**config.mk**
```make
export PLATFORM = sky130hd
export DESIGN_NAME = uart_rx_core_flat
export DESIGN_NICKNAME = d
export VERILOG_FILES = /design/src/rtl/uart_rx_core_if.sv /design/src/rtl/uart_rx_core.sv /design/src/flat_wrapper.sv
export SDC_FILE = /design/constraint.sdc
export NUM_CORES = 1
export LEC_CHECK = 0
export BUFFER_PORTS_ARGS = -buffer_cell sky130_fd_sc_hd__buf_2
export CAP_MARGIN = 20
export CORE_MARGIN = 4
export CORE_UTILIZATION = 30
export CTS_CLUSTER_SIZE = 40
export DETAILED_ROUTE_END_ITERATION = 16
export GPL_ROUTABILITY_DRIVEN = 0
export PLACE_DENSITY = 0.53
export REMOVE_ABC_BUFFERS = 1
export SKIP_LAST_GASP = 1
export SLEW_MARGIN = 20
export SYNTH_ARGS = -nofsm -noshare
export SYNTH_HDL_FRONTEND = slang
export SYNTH_SLANG_ARGS = --single-unit
```
**constraint.sdc**
```tcl
create_clock -name clk -period 3.3 [get_ports clk]
set_input_delay 0.825 -clock clk [delete_from_list [all_inputs] [get_ports clk]]
set_output_delay 0.825 -clock clk [all_outputs]
set_load 0.03 [all_outputs]
```
**src/rtl/uart_rx_core_if.sv**
```systemverilog
// Signal bundle between the UART receive engine and the register block.
// The slave modport is the receive core; the master modport is the
// register-block side that drives line, configuration and read strobes.
interface uart_rx_core_if;
    logic        serial_in;
    logic [3:0]  data_size;
    logic [13:0] bit_period;
    logic        data_read;
    logic [7:0]  rx_data;
    logic        data_ready;
    logic        overrun_error;
    logic        framing_error;

    modport slave (
        input  serial_in,
        input  data_size,
        input  bit_period,
        input  data_read,
        output rx_data,
        output data_ready,
        output overrun_error,
        output framing_error
    );

    modport master (
        output serial_in,
        output data_size,
        output bit_period,
        output data_read,
        input  rx_data,
        input  data_ready,
        input  overrun_error,
        input  framing_error
    );
endinterface

```
**src/rtl/uart_rx_core.sv**
```systemverilog
// UART receive engine: synchronises the serial line, frames 5..8 data bits
// plus one stop bit at a programmable bit period, and keeps the received
// byte together with ready / overrun / framing status for the register block.
module uart_rx_core #(
    parameter int unsigned MIN_PERIOD = 4
) (
    input  logic          clk,
    input  logic          n_rst,
    uart_rx_core_if.slave bus
);
    localparam logic [13:0] MIN_BP = 14'(MIN_PERIOD);

    typedef enum logic [2:0] {
        ST_IDLE      = 3'd0,
        ST_START_CHK = 3'd1,
        ST_DATA      = 3'd2,
        ST_STOP      = 3'd3,
        ST_LOAD      = 3'd4
    } state_t;

    state_t      r_state;
    state_t      w_state_nxt;
    logic        r_sync1;
    logic        r_sync2;
    logic        r_prev;
    logic [13:0] r_cnt;
    logic [13:0] r_bp;
    logic [3:0]  r_n;
    logic [3:0]  r_bitidx;
    logic [7:0]  r_shift;
    logic        r_stop;
    logic [7:0]  r_rx_data;
    logic        r_data_ready;
    logic        r_overrun;
    logic        r_framing;

    logic        w_start_edge;
    logic        w_start;
    logic        w_sample;
    logic [13:0] w_half;
    logic [13:0] w_bp_clamped;
    logic [3:0]  w_n_clamped;

    // The edge is seen one flop after the synchroniser so a line that is
    // already low when the engine returns to idle never starts a frame.
    assign w_start_edge = r_prev & ~r_sync2;
    assign w_half       = {1'b0, r_bp[13:1]};
    assign w_bp_clamped = (bus.bit_period < MIN_BP) ? MIN_BP : bus.bit_period;
    assign w_n_clamped  = (bus.data_size < 4'd5) ? 4'd5 :
                          ((bus.data_size > 4'd8) ? 4'd8 : bus.data_size);

    // Two-flop synchroniser on the asynchronous line plus the edge-detect flop.
    always_ff @(posedge clk or negedge n_rst) begin
        if (!n_rst) begin
            r_sync1 <= 1'b1;
            r_sync2 <= 1'b1;
            r_prev  <= 1'b1;
        end else begin
            r_sync1 <= bus.serial_in;
            r_sync2 <= r_sync1;
            r_prev  <= r_sync2;
        end
    end

    // FSM state register.
    always_ff @(posedge clk or negedge n_rst) begin
        if (!n_rst) begin
            r_state <= ST_IDLE;
        end else begin
            r_state <= w_state_nxt;
        end
    end

    // Next-state logic and sample-point strobe; the start check samples
    // mid start bit, data and stop bits one full period apart after that.
    always_comb begin
        w_state_nxt = r_state;
        w_sample    = 1'b0;
        w_start     = 1'b0;
        case (r_state)
            ST_IDLE: begin
                if (w_start_edge) begin
                    w_start     = 1'b1;
                    w_state_nxt = ST_START_CHK;
                end else begin
                    w_state_nxt = ST_IDLE;
                end
            end
            ST_START_CHK: begin
                if (r_cnt == (w_half - 14'd1)) begin
                    w_sample    = 1'b1;
                    w_state_nxt = r_sync2 ? ST_IDLE : ST_DATA;
                end else begin
                    w_state_nxt = ST_START_CHK;
                end
            end
            ST_DATA: begin
                if (r_cnt == (r_bp - 14'd1)) begin
                    w_sample    = 1'b1;
                    w_state_nxt = (r_bitidx == (r_n - 4'd1)) ? ST_STOP : ST_DATA;
                end else begin
                    w_state_nxt = ST_DATA;
                end
            end
            ST_STOP: begin
                if (r_cnt == (r_bp - 14'd1)) begin
                    w_sample    = 1'b1;
                    w_state_nxt = ST_LOAD;
                end else begin
                    w_state_nxt = ST_STOP;
                end
            end
            ST_LOAD: begin
                w_state_nxt = ST_IDLE;
            end
            default: begin
                w_state_nxt = ST_IDLE;
            end
        endcase
    end

    // Bit timing counter: counts clocks inside a bit and restarts at each sample point.
    always_ff @(posedge clk or negedge n_rst) begin
        if (!n_rst) begin
            r_cnt <= 14'd0;
        end else begin
            case (r_state)
                ST_START_CHK, ST_DATA, ST_STOP: r_cnt <= w_sample ? 14'd0 : (r_cnt + 14'd1);
                default:                        r_cnt <= 14'd0;
            endcase
        end
    end

    // Frame datapath: configuration latched at the start edge, data bits
    // written LSB first straight into their final positions, stop bit captured.
    always_ff @(posedge clk or negedge n_rst) begin
        if (!n_rst) begin
            r_bp     <= MIN_BP;
            r_n      <= 4'd8;
            r_bitidx <= 4'd0;
            r_shift  <= 8'd0;
            r_stop   <= 1'b0;
        end else if (w_start) begin
            r_bp     <= w_bp_clamped;
            r_n      <= w_n_clamped;
            r_bitidx <= 4'd0;
            r_shift  <= 8'd0;
        end else if ((r_state == ST_DATA) && w_sample) begin
            r_shift[r_bitidx[2:0]] <= r_sync2;
            r_bitidx               <= r_bitidx + 4'd1;
        end else if ((r_state == ST_STOP) && w_sample) begin
            r_stop <= r_sync2;
        end
    end

    // Status and data outputs: a good frame loads data, a bad one only flags
    // framing; a read coincident with a good load acknowledges the old byte.
    always_ff @(posedge clk or negedge n_rst) begin
        if (!n_rst) begin
            r_rx_data    <= 8'd0;
            r_data_ready <= 1'b0;
            r_overrun    <= 1'b0;
            r_framing    <= 1'b0;
        end else if ((r_state == ST_LOAD) && r_stop) begin
            r_rx_data    <= r_shift;
            r_data_ready <= 1'b1;
            r_framing    <= 1'b0;
            if (r_data_ready && !bus.data_read) begin
                r_overrun <= 1'b1;
            end else if (bus.data_read) begin
                r_overrun <= 1'b0;
            end
        end else if (r_state == ST_LOAD) begin
            r_framing <= 1'b1;
            if (bus.data_read) begin
                r_data_ready <= 1'b0;
                r_overrun    <= 1'b0;
            end
        end else if (bus.data_read) begin
            r_data_ready <= 1'b0;
            r_overrun    <= 1'b0;
        end
    end

    assign bus.rx_data       = r_rx_data;
    assign bus.data_ready    = r_data_ready;
    assign bus.overrun_error = r_overrun;
    assign bus.framing_error = r_framing;
endmodule

```
**src/flat_wrapper.sv**
```systemverilog
// flat-port wrapper written by rule: the top's interface ports become plain ports
module uart_rx_core_flat 
#(
    parameter int unsigned MIN_PERIOD = 4
)
  (clk, n_rst, bus_serial_in, bus_data_size, bus_bit_period, bus_data_read, bus_rx_data, bus_data_ready, bus_overrun_error, bus_framing_error);
  uart_rx_core_if bus_i ();
  input  logic clk;
  input  logic n_rst;
  input wire logic [$bits(bus_i.serial_in)-1:0] bus_serial_in;
  input wire logic [$bits(bus_i.data_size)-1:0] bus_data_size;
  input wire logic [$bits(bus_i.bit_period)-1:0] bus_bit_period;
  input wire logic [$bits(bus_i.data_read)-1:0] bus_data_read;
  output wire logic [$bits(bus_i.rx_data)-1:0] bus_rx_data;
  output wire logic [$bits(bus_i.data_ready)-1:0] bus_data_ready;
  output wire logic [$bits(bus_i.overrun_error)-1:0] bus_overrun_error;
  output wire logic [$bits(bus_i.framing_error)-1:0] bus_framing_error;
  assign bus_i.serial_in = bus_serial_in;
  assign bus_i.data_size = bus_data_size;
  assign bus_i.bit_period = bus_bit_period;
  assign bus_i.data_read = bus_data_read;
  assign bus_rx_data = bus_i.rx_data;
  assign bus_data_ready = bus_i.data_ready;
  assign bus_overrun_error = bus_i.overrun_error;
  assign bus_framing_error = bus_i.framing_error;
  uart_rx_core #(.MIN_PERIOD(MIN_PERIOD)) u_core (.clk(clk), .n_rst(n_rst), .bus(bus_i));
endmodule
```
# Word level (Yosys, flattened, before mapping)
# Index checks and enable logic that the tools add are counted.
[totals]
wordCells = 79
ff_bits = 62
out_inout_bits = 11
in_bits = 22
[op_classes]
n_reduce_logical = 13
mux = 31
addsub = 5
eq_ne = 7
n_bitwise = 4
order_cmp = 5
[op_table]
columns = ["op", "n"]
rows = [
  ["$mux 14", 3],
  ["$eq 14x14->1", 2],
  ["$mux 4", 4],
  ["$mux 8", 2],
  ["$add 14x1->14 const B", 1],
  ["$lt 14x3->1 const B", 1],
  ["$mux 1", 14],
  ["$sub 13x1->14 const B", 1],
  ["$sub 14x1->14 const B", 1],
  ["$pmux 3 s4", 1],
  ["$mux 3", 3],
  ["$bwmux 8", 1],
  ["$eq 3x2->1 const B", 2],
  ["$reduce_bool 2->1", 3],
  ["$logic_and 1x1->1", 5],
  ["$add 4x1->4 const B", 1],
  ["$eq 4x4->1", 1],
  ["$gt 4x4->1 const B", 1],
  ["$lt 3x4->1 const B", 1],
  ["$lt 4x3->1 const B", 1],
  ["$sub 4x1->4 const B", 1],
  ["$demux 1 s3", 1],
  ["$eq 3x1->1 const B", 1],
  ["$eq 3x3->1 const B", 1],
  ["10 further kinds", 12],
]

# Depth between registers and ports, before layout
# Gate-level depths: netlist (run 1).
[logic_depth]
word_depth = 7
mapped_depth = 10

# Worst setup path after synthesis (run 1)
# No wires, ideal clock.
[synth_timing]
path_type = "reg2reg"
startpoint = "register u_core.r_bp[2]"
endpoint = "register u_core.r_cnt[10]"
path_stages_with_launch = 10
required_time_ns = 3.157
path_buffers = 1
arrival_time_ns = 2.553
setup_ns = 0.143
path_slack_ns = 0.603
cell_sequence = "dfstp_2 inv_1 ha_1 nor4b_2 a31o_2 a221o_1 or4_4 a2bb2oi_4 buf_12 nor3_2"
[synth_via]
elab_chain_len = 6
elab_cells_between_ends = 9
classes_between = "add/sub (2); eq/ne (2); mux (5)"
[synth_rtl]
columns = ["item", "line", "rtl"]
rows = [
  ["from (decl)", "uart_rx_core.sv:27", "logic [13:0] r_bp;"],
  ["from (signal assigned)", "uart_rx_core.sv:144", "r_bp <= w_bp_clamped;"],
  ["$sub 14x1->14 or $sub 13x1->14 (tied branches)", "uart_rx_core.sv:98, uart_rx_core.sv:106, uart_rx_core.sv:90", ""],
  ["$eq 14x14->1 (on tied branches)", "uart_rx_core.sv:98, uart_rx_core.sv:106, uart_rx_core.sv:90", ""],
  ["$mux 1 (on tied branches)", "uart_rx_core.sv:98, uart_rx_core.sv:106, uart_rx_core.sv:90", ""],
  ["$pmux 1 s2 *", "uart_rx_core.sv:80", "case (r_state)"],
  ["$mux 14 *", "uart_rx_core.sv:128", "ST_START_CHK, ST_DATA, ST_STOP: r_cnt <= w_sample ? 14'd0 : (r_cnt + 14'd1);"],
  ["$mux 14 *", "uart_rx_core.sv:127", "case (r_state)"],
  ["to (signal assigned)", "uart_rx_core.sv:128", ""],
  ["to (decl)", "uart_rx_core.sv:26", "logic [13:0] r_cnt;"],
]
# Every way passes the cells marked *; elsewhere a longest branch is shown, timed or not.
# A chain may end at the register's enable or synchronous reset.

# Worst setup path in the final report (run 1)
[layout_timing]
startpoint = "register u_core.r_bp[2]"
endpoint = "register u_core.r_shift[4]"
[layout_via]
elab_chain_len = 6
elab_cells_between_ends = 9
classes_between = "add/sub (2); eq/ne (2); mux (3); reduce/logical (2)"
[layout_rtl]
columns = ["item", "line", "rtl"]
rows = [
  ["$sub 14x1->14 or $sub 13x1->14 (tied branches)", "uart_rx_core.sv:98, uart_rx_core.sv:106, uart_rx_core.sv:90", ""],
  ["$eq 14x14->1 (on tied branches)", "uart_rx_core.sv:98, uart_rx_core.sv:106, uart_rx_core.sv:90", ""],
  ["$mux 1 (on tied branches)", "uart_rx_core.sv:98, uart_rx_core.sv:106, uart_rx_core.sv:90", ""],
  ["$pmux 1 s2 *", "uart_rx_core.sv:80", ""],
  ["$logic_and 1x1->1 *", "uart_rx_core.sv:148", "end else if ((r_state == ST_DATA) && w_sample) begin"],
  ["$reduce_bool 2->1 (no line) *", "n/a", ""],
  ["to (signal, indexed assignment)", "uart_rx_core.sv:149", "r_shift[r_bitidx[2:0]] <= r_sync2;"],
  ["to (decl)", "uart_rx_core.sv:30", "logic [7:0] r_shift;"],
]
# Marked as above.

==> run metrics, run 1 <==
CP delay by family, top compound AO/OA/AOI/OAI gates; vias per cell 4.99; CTS tree done; area share of the largest cell type after synthesis 0.368; depth of the most critical reg-to-reg path 10; clock slew at the register clock pins of the worst setup and hold paths 50 ps; kind of path behind the tightest hold check flip-flop to flip-flop; P_leak 2.06 nW; setup-violating endpoint count in the final report 0; portion of the clock cycle consumed by the worst path in the final layout 0.918; Critical Path Start Type flip-flop; TritonCTS sink count 62; net total in the final layout 452; antenna-violating nets left 0; Iteration-0 DRC Markers 180; diodes inserted 0; Avg Cell Area, Syn 9.73 um2; maximum number of pins on one net before global-route repair 63; worst-case clock skew 5.41 ps; setup repair after global routing missed its margin false; share of cells above drive strength 1 0.235; register-to-register path setup slack 270 ps; cell with the largest stage delay on the worst path sky130_fd_sc_hd__dfstp_2; standard cell core area 12600 um2; result of the run complete, no violations; cells along the critical path inv_1 > ha_1 > xnor3_1 > a22oi_1 > a2111oi_1 > o2111ai_1 > nor4_1 > buf_4 > and4bb_1 > mux2i_1; Achievable Freq 330 MHz; core occupancy in the finished layout 0.359; count of unique library cells instantiated by Yosys 69; Worst EP arrival 3280 ps; maximum fanout along the worst path 11; initial antenna violation count 0; CTS buffer count 9; Synth area leader sky130_fd_sc_hd__dfrtp_1; start point of the critical path u_core.r_bp[2]$_DFFE_PN1P_; latest clock arrival within the worst-skew pair 330 ps; worst vdd rail ir drop 0.305 mV; global-route wire length before repair 14600 um; top post-synthesis cells by area sky130_fd_sc_hd__dfrtp_1 (37%), sky130_fd_sc_hd__nand2_1 (5.7%), sky130_fd_sc_hd__xor2_1 (5.6%); count of cell instances traversed by the critical path 10; Wirelength per Cell 14.4 um; number of buffers and inverters on the critical path 2; fillcell total 1304; first-pass iteration count of the detailed router 4; highest-count cells in the layout ignoring fill and taps sky130_fd_sc_hd__nand2_1 (59), sky130_fd_sc_hd__dfrtp_1 (57), sky130_fd_sc_hd__buf_2 (32); required time at the endpoint of the critical path 3550 ps; power per cell area 786 nW/um2; max-slew violation total from the final report 0; Max H-tree Level 3; area overhead of the layout relative to synthesis 16.7%; Chip Width 122 um; Total Wirelength 8670 um; vias after detailed routing 3001; Max-cap violations 0; number of synthesized register bits 62; FF+latch area 1560 um2; via count of the first global-routing pass 2897; count of pins on the block boundary 33; category of the worst setup path capture point flip-flop; die height 122 um; hold-fix buffers at CTS 0; dpl hpwl 6100 um; count of yosys warnings during synthesis 0; # DRC 0; sequential-to-total area share from yosys stat 0.401; Congestion Overflow GR 0; EDFF count, synth 0; library cell used as clock root buffer sky130_fd_sc_hd__clkbuf_16; critical register-to-register path endpoint u_core.r_shift[4]$_DFFE_PN0P_; post-synth design cell area 3880 um2; startpoint of the most critical register-to-register path u_core.r_bp[2]$_DFFE_PN1P_; Initial Util 0.308; Setup Crit Path Kind flip-flop to flip-flop; most frequent standard cell in the layout excluding fill and tap cells sky130_fd_sc_hd__nand2_1; buffers from clock root to sink, at most 2; termination of the worst setup path u_core.r_shift[4]$_DFFE_PN0P_; async set-or-reset flop fraction in the synthesized netlist 1.00; main flop type after synthesis sky130_fd_sc_hd__dfrtp_1; number of hold-slack violations in the final timing report 0; Fin Setup TNS 0 ps; port buffer count 32; slowest cell delay on critical path 590 ps; min cycle time layout 3030 ps; slew at the pin closest to its max-slew limit 848 ps; Die Footprint 14800 um2; total routing resource utilization after global routing 0.125; area taken by multi-input logic gates 2140 um2; number of cells produced by synthesis 399; tightest slew margin relative to the limit 0.434; Rows 41
repair_timing:
action,in CTS,in global routing
gates resized for setup,0,3
setup endpoints to repair,0,16
setup buffers,0,1
endpoints found under the hold margin,0,0
flip-flops by register name, indices dropped and copies added (netlist names), 3 cells and up:
signal	count
u_core.r_cnt	14
u_core.r_bitidx	4
u_core.r_state	3
u_core.r_shift	8
u_core.r_bp	14
u_core.r_n	4
u_core.bus.rx_data	8
metal layers:
| layer | global-route usage | up-vias | routed length [um] |
|---|---|---|---|
| li1 | - | 1451 | - |
| met1 | 0.166 | 1469 | 4020 |
| met2 | 0.196 | 68 | 4010 |
| met3 | 0.0325 | 13 | 464 |
| met4 | 0.0462 | 0 | 170 |
| met5 | 0 | - | 0 |
cell type report:
class,instances,share of cell area
Clock inverter,5,0.0188
Timing Repair Buffer,44,0.0580
Clock buffer,11,0.0514
Inverter,10,0.00829
Tap cell,172,0.0475
Multi-Input combinational cell,298,0.472
Sequential cell,62,0.344
cell usage after synthesis (all sizes together), types with 2 or more instances:
cell / count
inv: 9
and4bb: 2
nand3: 10
nand2: 59
or3: 2
nand4: 7
nor3b: 4
a31oi: 3
or2: 2
nor2: 20
a22oi: 2
clkbuf: 15
dfrtp: 57
nor3: 19
dfstp: 5
o211ai: 5
o2111a: 2
nand4b: 4
a21boi: 2
a21oi: 7
mux2i: 11
a211oi: 3
o21ai: 10
o21a: 3
buf: 14
ha: 5
nor4: 10
nand3b: 3
nand2b: 5
xor2: 26
mux2: 11
and3: 8
o2111ai: 3
o31a: 3
or4: 3
xnor2: 24
nor2b: 3
nor4b: 3
power by group:
part	internal, mW	total, mW	switching (mW)
Clock	0.663	1.01	0.345
Combinational	0.649	1.36	0.715
Sequential	0.911	1.18	0.274
kinds of logic after synthesis:
group / count (synthesis) / synth area share
simple gates: 166 / 0.243
flops: 62 / 0.401
compound gates: 54 / 0.106
xor+xnor: 51 / 0.121
buf+inv: 39 / 0.0513
mux: 22 / 0.0613
fa+ha+maj: 5 / 0.0161
stage by stage:
stage / cells / total power, mW / hold WS, ps / area (um2) / setup slack, ps
after global routing: 602 / 3.81 / 365 / 4530 / 18.9
after global placement: 585 / 2.52 / 348 / 4190 / 213
after CTS: 601 / 3.57 / 360 / 4510 / 200
after detailed placement: 585 / 2.53 / 352 / 4190 / 223
after floorplan: 370 / 2.12 / 345 / 3720 / -81.8
final: 602 / 3.56 / 358 / 4530 / 271
how the worst min path moves through the flow:
stage,slack [ps],to,from,cells past startpoint
floorplan,350,u_core.r_sync2$_DFF_PN1_,u_core.r_sync1$_DFF_PN1_,0
global placement,350,u_core.r_sync2$_DFF_PN1_,u_core.r_sync1$_DFF_PN1_,0
detailed placement,350,u_core.r_sync2$_DFF_PN1_,u_core.r_sync1$_DFF_PN1_,0
CTS,360,u_core.r_sync2$_DFF_PN1_,u_core.r_sync1$_DFF_PN1_,0
global route,360,u_core.r_sync2$_DFF_PN1_,u_core.r_sync1$_DFF_PN1_,0
finish,360,u_core.r_sync2$_DFF_PN1_,u_core.r_sync1$_DFF_PN1_,0
No activity file was read; power rests on OpenSTA's default activity.
==> inputs of run 2 (changes only) <==
--- a/config.mk
+++ b/config.mk
@@ -9,6 +9,7 @@
 export CAP_MARGIN = 20
 export CORE_MARGIN = 4
 export CORE_UTILIZATION = 30
+export CTS_BUF_LIST = sky130_fd_sc_hd__clkbuf_4
 export CTS_CLUSTER_SIZE = 40
 export DETAILED_ROUTE_END_ITERATION = 16
 export GPL_ROUTABILITY_DRIVEN = 0
==> run metrics, run 2 (synthesis results as in run 1) <==
Initial Util 0.308 (unchanged); antenna-violating nets left 0 (unchanged); count of pins on the block boundary 33 (unchanged); Worst EP arrival 3380 ps (+100 ps); first-pass iteration count of the detailed router 4 (unchanged); TritonCTS sink count 62 (unchanged); dpl hpwl 6100 um (unchanged); maximum number of pins on one net before global-route repair 63 (unchanged); kind of path behind the tightest hold check flip-flop to flip-flop; cell with the largest stage delay on the worst path sky130_fd_sc_hd__dfstp_2; most frequent standard cell in the layout excluding fill and tap cells sky130_fd_sc_hd__nand2_1; Congestion Overflow GR 0 (unchanged); core occupancy in the finished layout 0.347 (-0.0119); slowest cell delay on critical path 600 ps (about the same); Total Wirelength 8610 um (-0.74%); Chip Width 122 um (unchanged); diodes inserted 0 (unchanged); pre-CTS setup slack 223 ps (unchanged); port buffer count 32 (unchanged); highest-count cells in the layout ignoring fill and taps sky130_fd_sc_hd__nand2_1 (59), sky130_fd_sc_hd__dfrtp_1 (57), sky130_fd_sc_hd__buf_2 (32); initial antenna violation count 0 (unchanged); worst vdd rail ir drop 0.234 mV (-23%); critical register-to-register path endpoint u_core.r_shift[4]$_DFFE_PN0P_; # DRC 0 (unchanged); Final Total Pwr 3.17 mW (-11%); tightest slew margin relative to the limit 0.435 (+0.000663); register-to-register path setup slack 270 ps (about the same); standard cell core area 12600 um2 (unchanged); non-filler instance count after layout 602 (unchanged); Max H-tree Level 3 (unchanged); CTS buffer count 9 (unchanged); Max-cap violations 0 (unchanged); max-slew violation total from the final report 0 (unchanged); library cell used as clock root buffer sky130_fd_sc_hd__clkbuf_4; post-route worst setup slack 267 ps (-4.11 ps); slew at the pin closest to its max-slew limit 847 ps (-0.994 ps); Wirelength per Cell 14.3 um (-0.74%); setup repair after global routing missed its margin false; result of the run complete, no violations; min cycle time layout 3030 ps (+4.11 ps); Rows 41 (unchanged); category of the worst setup path capture point flip-flop; Setup Crit Path Kind flip-flop to flip-flop; worst hold slack 365 ps (+7.08 ps); cell depth of the worst min-delay path 0 (unchanged); Iteration-0 DRC Markers 174 (-3.3%); total routing resource utilization after global routing 0.123 (-0.00178); number of hold-slack violations in the final timing report 0 (unchanged); area overhead of the layout relative to synthesis 12.8%; Die Footprint 14800 um2 (unchanged); cells along the critical path inv_1 > ha_1 > xnor3_1 > a22oi_1 > a2111oi_1 > o2111ai_1 > nor4_1 > buf_4 > and4bb_1 > mux2i_1; required time at the endpoint of the critical path 3640 ps (+90 ps); power per cell area 724 nW/um2 (-7.8%); startpoint of the most critical register-to-register path u_core.r_bp[2]$_DFFE_PN1P_; Fin Setup TNS 0 ps (unchanged); maximum fanout along the worst path 11 (unchanged); net total in the final layout 452 (unchanged); hold worst-path end u_core.r_sync2$_DFF_PN1_; latest clock arrival within the worst-skew pair 420 ps (+90 ps); hold-fix buffers at CTS 0 (unchanged); total cell area at the placement stage 4190 um2 (unchanged); depth of the most critical reg-to-reg path 10 (unchanged); Finished Cell Area 4380 um2 (-3.3%); CP delay by family, top compound AO/OA/AOI/OAI gates; share of cells above drive strength 1 0.240 (+0.00465); Critical Path Start Type flip-flop; clock slew at the register clock pins of the worst setup and hold paths 110 ps (+60 ps); total placed cells including tap cells 585 (unchanged); portion of the clock cycle consumed by the worst path in the final layout 0.919 (+0.00125); startpoint of the lowest-slack hold path u_core.r_sync1$_DFF_PN1_; P_leak 2.00 nW (-3.0%); global-route wire length before repair 14500 um (-0.85%); vias after detailed routing 2997 (-0.13%); buffers from clock root to sink, at most 2 (unchanged); setup-violating endpoint count in the final report 0 (unchanged); Achievable Freq 330 MHz (-0.14%); die height 122 um (unchanged); vias per cell 4.98 (-0.13%); CTS tree done; via count of the first global-routing pass 2904 (+0.24%); worst-case clock skew 14.8 ps (+9.42 ps); Regs by FF count u_core.r_bp (14), u_core.r_cnt (14); number of buffers and inverters on the critical path 2 (unchanged)
## run 2: worst max-delay path by stage
stage               depth (start not counted)                  startpoint  slack [ps]                             to
finish                                     10  u_core.r_bp[2]$_DFFE_PN1P_         270  u_core.r_shift[4]$_DFFE_PN0P_
CTS                                        10  u_core.r_bp[1]$_DFFE_PN0P_         190      u_core.r_cnt[3]$_DFF_PN0_
global placement                           10  u_core.r_bp[1]$_DFFE_PN0P_         210      u_core.r_cnt[2]$_DFF_PN0_
global route                               10  u_core.r_bp[2]$_DFFE_PN1P_          30  u_core.r_shift[2]$_DFFE_PN0P_
floorplan                                   7  u_core.r_bp[4]$_DFFE_PN0P_         -80  u_core.r_shift[2]$_DFFE_PN0P_
detailed placement                         10  u_core.r_bp[2]$_DFFE_PN1P_         220      u_core.r_cnt[1]$_DFF_PN0_
## run 2: repair_timing
item	in CTS	in global routing
buffers inserted	0	1
setup endpoints to repair	0	16
resized for setup	0	3
endpoints found under the hold margin	0	0
## run 2: cell type report
class	instances	area (um2)
clock buffers	11	82.6
clock inverters	5	85.1
fillers	1316	8240
inverters	10	37.5
multi-input cells	298	2140
flip-flops and latches	62	1560
well taps	172	215
repair buffers	44	263
## run 2: where the power goes
group | total, mW | internal, mW | leakage, nW | switching [mW]
registers | 1.18 | 0.908 | 0.815 | 0.273
logic | 1.36 | 0.649 | 1.10 | 0.715
clock network | 0.625 | 0.327 | 0.0873 | 0.298
total | 3.17 | 1.88 | 2.00 | 1.29
## run 2: layer usage
layer  track usage  routed length [um]
met3        0.0344                 481
met5             0                   0
met4        0.0420                 136
met2         0.193                4030
met1         0.164                3950
==> inputs of run 3 (changes only) <==
--- a/config.mk
+++ b/config.mk
@@ -13,7 +13,7 @@
 export CTS_CLUSTER_SIZE = 40
 export DETAILED_ROUTE_END_ITERATION = 16
 export GPL_ROUTABILITY_DRIVEN = 0
-export PLACE_DENSITY = 0.53
+export PLACE_DENSITY = 0.54
 export REMOVE_ABC_BUFFERS = 1
 export SKIP_LAST_GASP = 1
 export SLEW_MARGIN = 20
==> constraint.sdc (replaced) <==
create_clock -name clk -period 2.7 [get_ports clk]
set_input_delay 0.675 -clock clk [delete_from_list [all_inputs] [get_ports clk]]
set_output_delay 0.675 -clock clk [all_outputs]
set_load 0.03 [all_outputs]
==> run metrics, run 3 (synthesis results as in run 1) <==
result of the run complete, no violations; dpl hpwl 6720 um (+10%); buffers from clock root to sink, at most 2 (unchanged); register-to-register path setup slack 40 ps (-230 ps); maximum fanout along the worst path 11 (unchanged); Critical Path Start Type flip-flop; total routing resource utilization after global routing 0.135 (+0.0116); Initial Util 0.308 (unchanged); power per cell area 913 nW/um2 (+26%); Iteration-0 DRC Markers 150 (-14%); first-pass iteration count of the detailed router 4 (unchanged); diodes inserted 0 (unchanged); Max-cap violations 0 (unchanged); pre-CTS setup slack -275 ps (-498 ps); # DRC 0 (unchanged); cell with the largest stage delay on the worst path sky130_fd_sc_hd__dfrtp_1; die height 122 um (unchanged); library cell used as clock root buffer sky130_fd_sc_hd__clkbuf_4; most common cell type on the critical path sky130_fd_sc_hd__buf_4; vias per cell 4.99 (+0.27%); global-route wire length before repair 15900 um (+10%); Finished Cell Area 4760 um2 (+8.7%); total cell area at the placement stage 4420 um2 (+5.4%); number of buffers and inverters on the critical path 3 (+1); post-route worst setup slack 39.0 ps (-228 ps); maximum number of pins on one net before global-route repair 36 (-43%); CTS buffer count 9 (unchanged); critical register-to-register path endpoint u_core.r_state[1]$_DFF_PN0_; initial antenna violation count 0 (unchanged); clock slew at the register clock pins of the worst setup and hold paths 120 ps (about the same); count of cell instances traversed by the critical path 10 (unchanged); share of cells above drive strength 1 0.324 (+0.0844); kind of path behind the tightest hold check input port to asynchronous set/reset pin; depth of the most critical reg-to-reg path 10 (unchanged); Regs by FF count u_core.r_bp (14), u_core.r_cnt (14); slew at the pin closest to its max-slew limit 783 ps (-64.3 ps); required time at the endpoint of the critical path 3010 ps (-630 ps); termination of the worst setup path u_core.r_state[1]$_DFF_PN0_; slowest cell delay on critical path 470 ps (-130 ps); P_leak 2.17 nW (+8.3%); CTS tree done; standard cell core area 12600 um2 (unchanged); latest clock arrival within the worst-skew pair 430 ps (about the same); TritonCTS sink count 62 (unchanged); highest-count cells in the layout ignoring fill and taps sky130_fd_sc_hd__nand2_1 (59), sky130_fd_sc_hd__dfrtp_1 (57), sky130_fd_sc_hd__buf_4 (36); Fin Setup TNS 0 ps (unchanged); Setup Crit Path Kind flip-flop to flip-flop; non-filler instance count after layout 632 (+5.0%); Congestion Overflow GR 0 (unchanged); count of pins on the block boundary 33 (unchanged); worst-case clock skew 16.9 ps (+2.10 ps); number of hold-slack violations in the final timing report 0 (unchanged); Wirelength per Cell 14.7 um (+2.7%); worst vdd rail ir drop 0.345 mV (+48%); Total Wirelength 9280 um (+7.8%); start point of the critical path u_core.r_bp[5]$_DFFE_PN0P_; via count of the first global-routing pass 3239 (+12%); vias after detailed routing 3155 (+5.3%); port buffer count 32 (unchanged); Achievable Freq 376 MHz (+14%); max-slew violation total from the final report 0 (unchanged); cells along the critical path buf_4 > o21a_1 > o31a_1 > o211ai_1 > o2111ai_2 > buf_4 > buf_4 > o41a_1 > a31oi_1 > nor2_1; Worst EP arrival 2970 ps (-410 ps); setup-violating endpoint count in the final report 0 (unchanged); antenna-violating nets left 0 (unchanged); portion of the clock cycle consumed by the worst path in the final layout 0.986 (+0.0664); core occupancy in the finished layout 0.377 (+0.0300); startpoint of the most critical register-to-register path u_core.r_bp[5]$_DFFE_PN0P_; CP delay by family, top compound AO/OA/AOI/OAI gates; tightest slew margin relative to the limit 0.478 (+0.0429); Die Footprint 14800 um2 (unchanged); most frequent standard cell in the layout excluding fill and tap cells sky130_fd_sc_hd__nand2_1; category of the worst setup path capture point flip-flop; Rows 41 (unchanged); area overhead of the layout relative to synthesis 22.6%; total placed cells including tap cells 610 (+4.3%); net total in the final layout 482 (+6.6%); setup repair after global routing missed its margin true; Chip Width 122 um (unchanged); min cycle time layout 2660 ps (-372 ps); Max H-tree Level 3 (unchanged); hold-fix buffers at CTS 0 (unchanged)
[run 3: cell count changes in the layout (fill, tap and decap cells not counted), sizes merged]
cell / before / now
buf: 44 / 74
clkinvlp: 1 / 3
bufinv: 2 / 1
clkbuf: 11 / 10
[run 3: timing repair]
item                       in CTS  in global routing
setup endpoints to repair      29                 29
buffers inserted                1                  5
resized for setup              10                 21
pin swaps                       3                  6
[run 3: final cells by class]
class | instances | area, um2
Clock buffer | 10 | 75.1
Clock inverter | 6 | 62.6
Fill cell | 1305 | 7860
Inverter | 10 | 37.5
Multi-Input combinational cell | 298 | 2280
Sequential cell | 62 | 1560
Tap cell | 172 | 215
Timing Repair Buffer | 74 | 533
[run 3: where the power goes]
part | leakage, nW | switching [mW] | internal [mW]
Sequential | 0.815 | 0.252 | 1.11
Clock | 0.0684 | 0.370 | 0.289
Combinational | 1.28 | 1.19 | 1.14
Total | 2.17 | 1.81 | 2.54
[run 3: worst min path at each step]
stage | end | start | cells after the start
2_1_floorplan | u_core.r_sync2$_DFF_PN1_ | u_core.r_sync1$_DFF_PN1_ | 0
3_3_place_gp | u_core.r_sync2$_DFF_PN1_ | u_core.r_sync1$_DFF_PN1_ | 0
3_5_place_dp | u_core.r_sync2$_DFF_PN1_ | u_core.r_sync1$_DFF_PN1_ | 0
4_1_cts | u_core.r_bp[7]$_DFFE_PN0P_ | n_rst | 1
5_1_grt | u_core.r_bp[9]$_DFFE_PN0P_ | n_rst | 1
6_report | u_core.r_bp[7]$_DFFE_PN0P_ | n_rst | 1
[run 3: stage by stage]
stage | power, mW | hold slack (ps)
4_1_cts | 4.12 | 147
2_1_floorplan | 2.59 | 345
5_1_grt | 4.68 | 162
3_3_place_gp | 3.30 | 349
6_report | 4.35 | 166
3_5_place_dp | 3.33 | 347
[run 3: worst reg2reg max path, cell delays in order, from the launching register on]
cell                        delay, ps
sky130_fd_sc_hd__dfrtp_1          470
sky130_fd_sc_hd__buf_4            210
sky130_fd_sc_hd__o21a_1           180
sky130_fd_sc_hd__o31a_1           230
sky130_fd_sc_hd__o211ai_1         330
sky130_fd_sc_hd__o2111ai_2        230
sky130_fd_sc_hd__buf_4            210
sky130_fd_sc_hd__buf_4            120
sky130_fd_sc_hd__o41a_1           380
sky130_fd_sc_hd__a31oi_1          140
sky130_fd_sc_hd__nor2_1            50
[run 3: routing by layer]
metal  vias up  wire length [um]  GRT usage
met2        64              4620      0.228
met1      1562              4210      0.171
met5         -                 0          0
li1       1514                 -          -
met4         0               126     0.0406
met3        15               324     0.0325
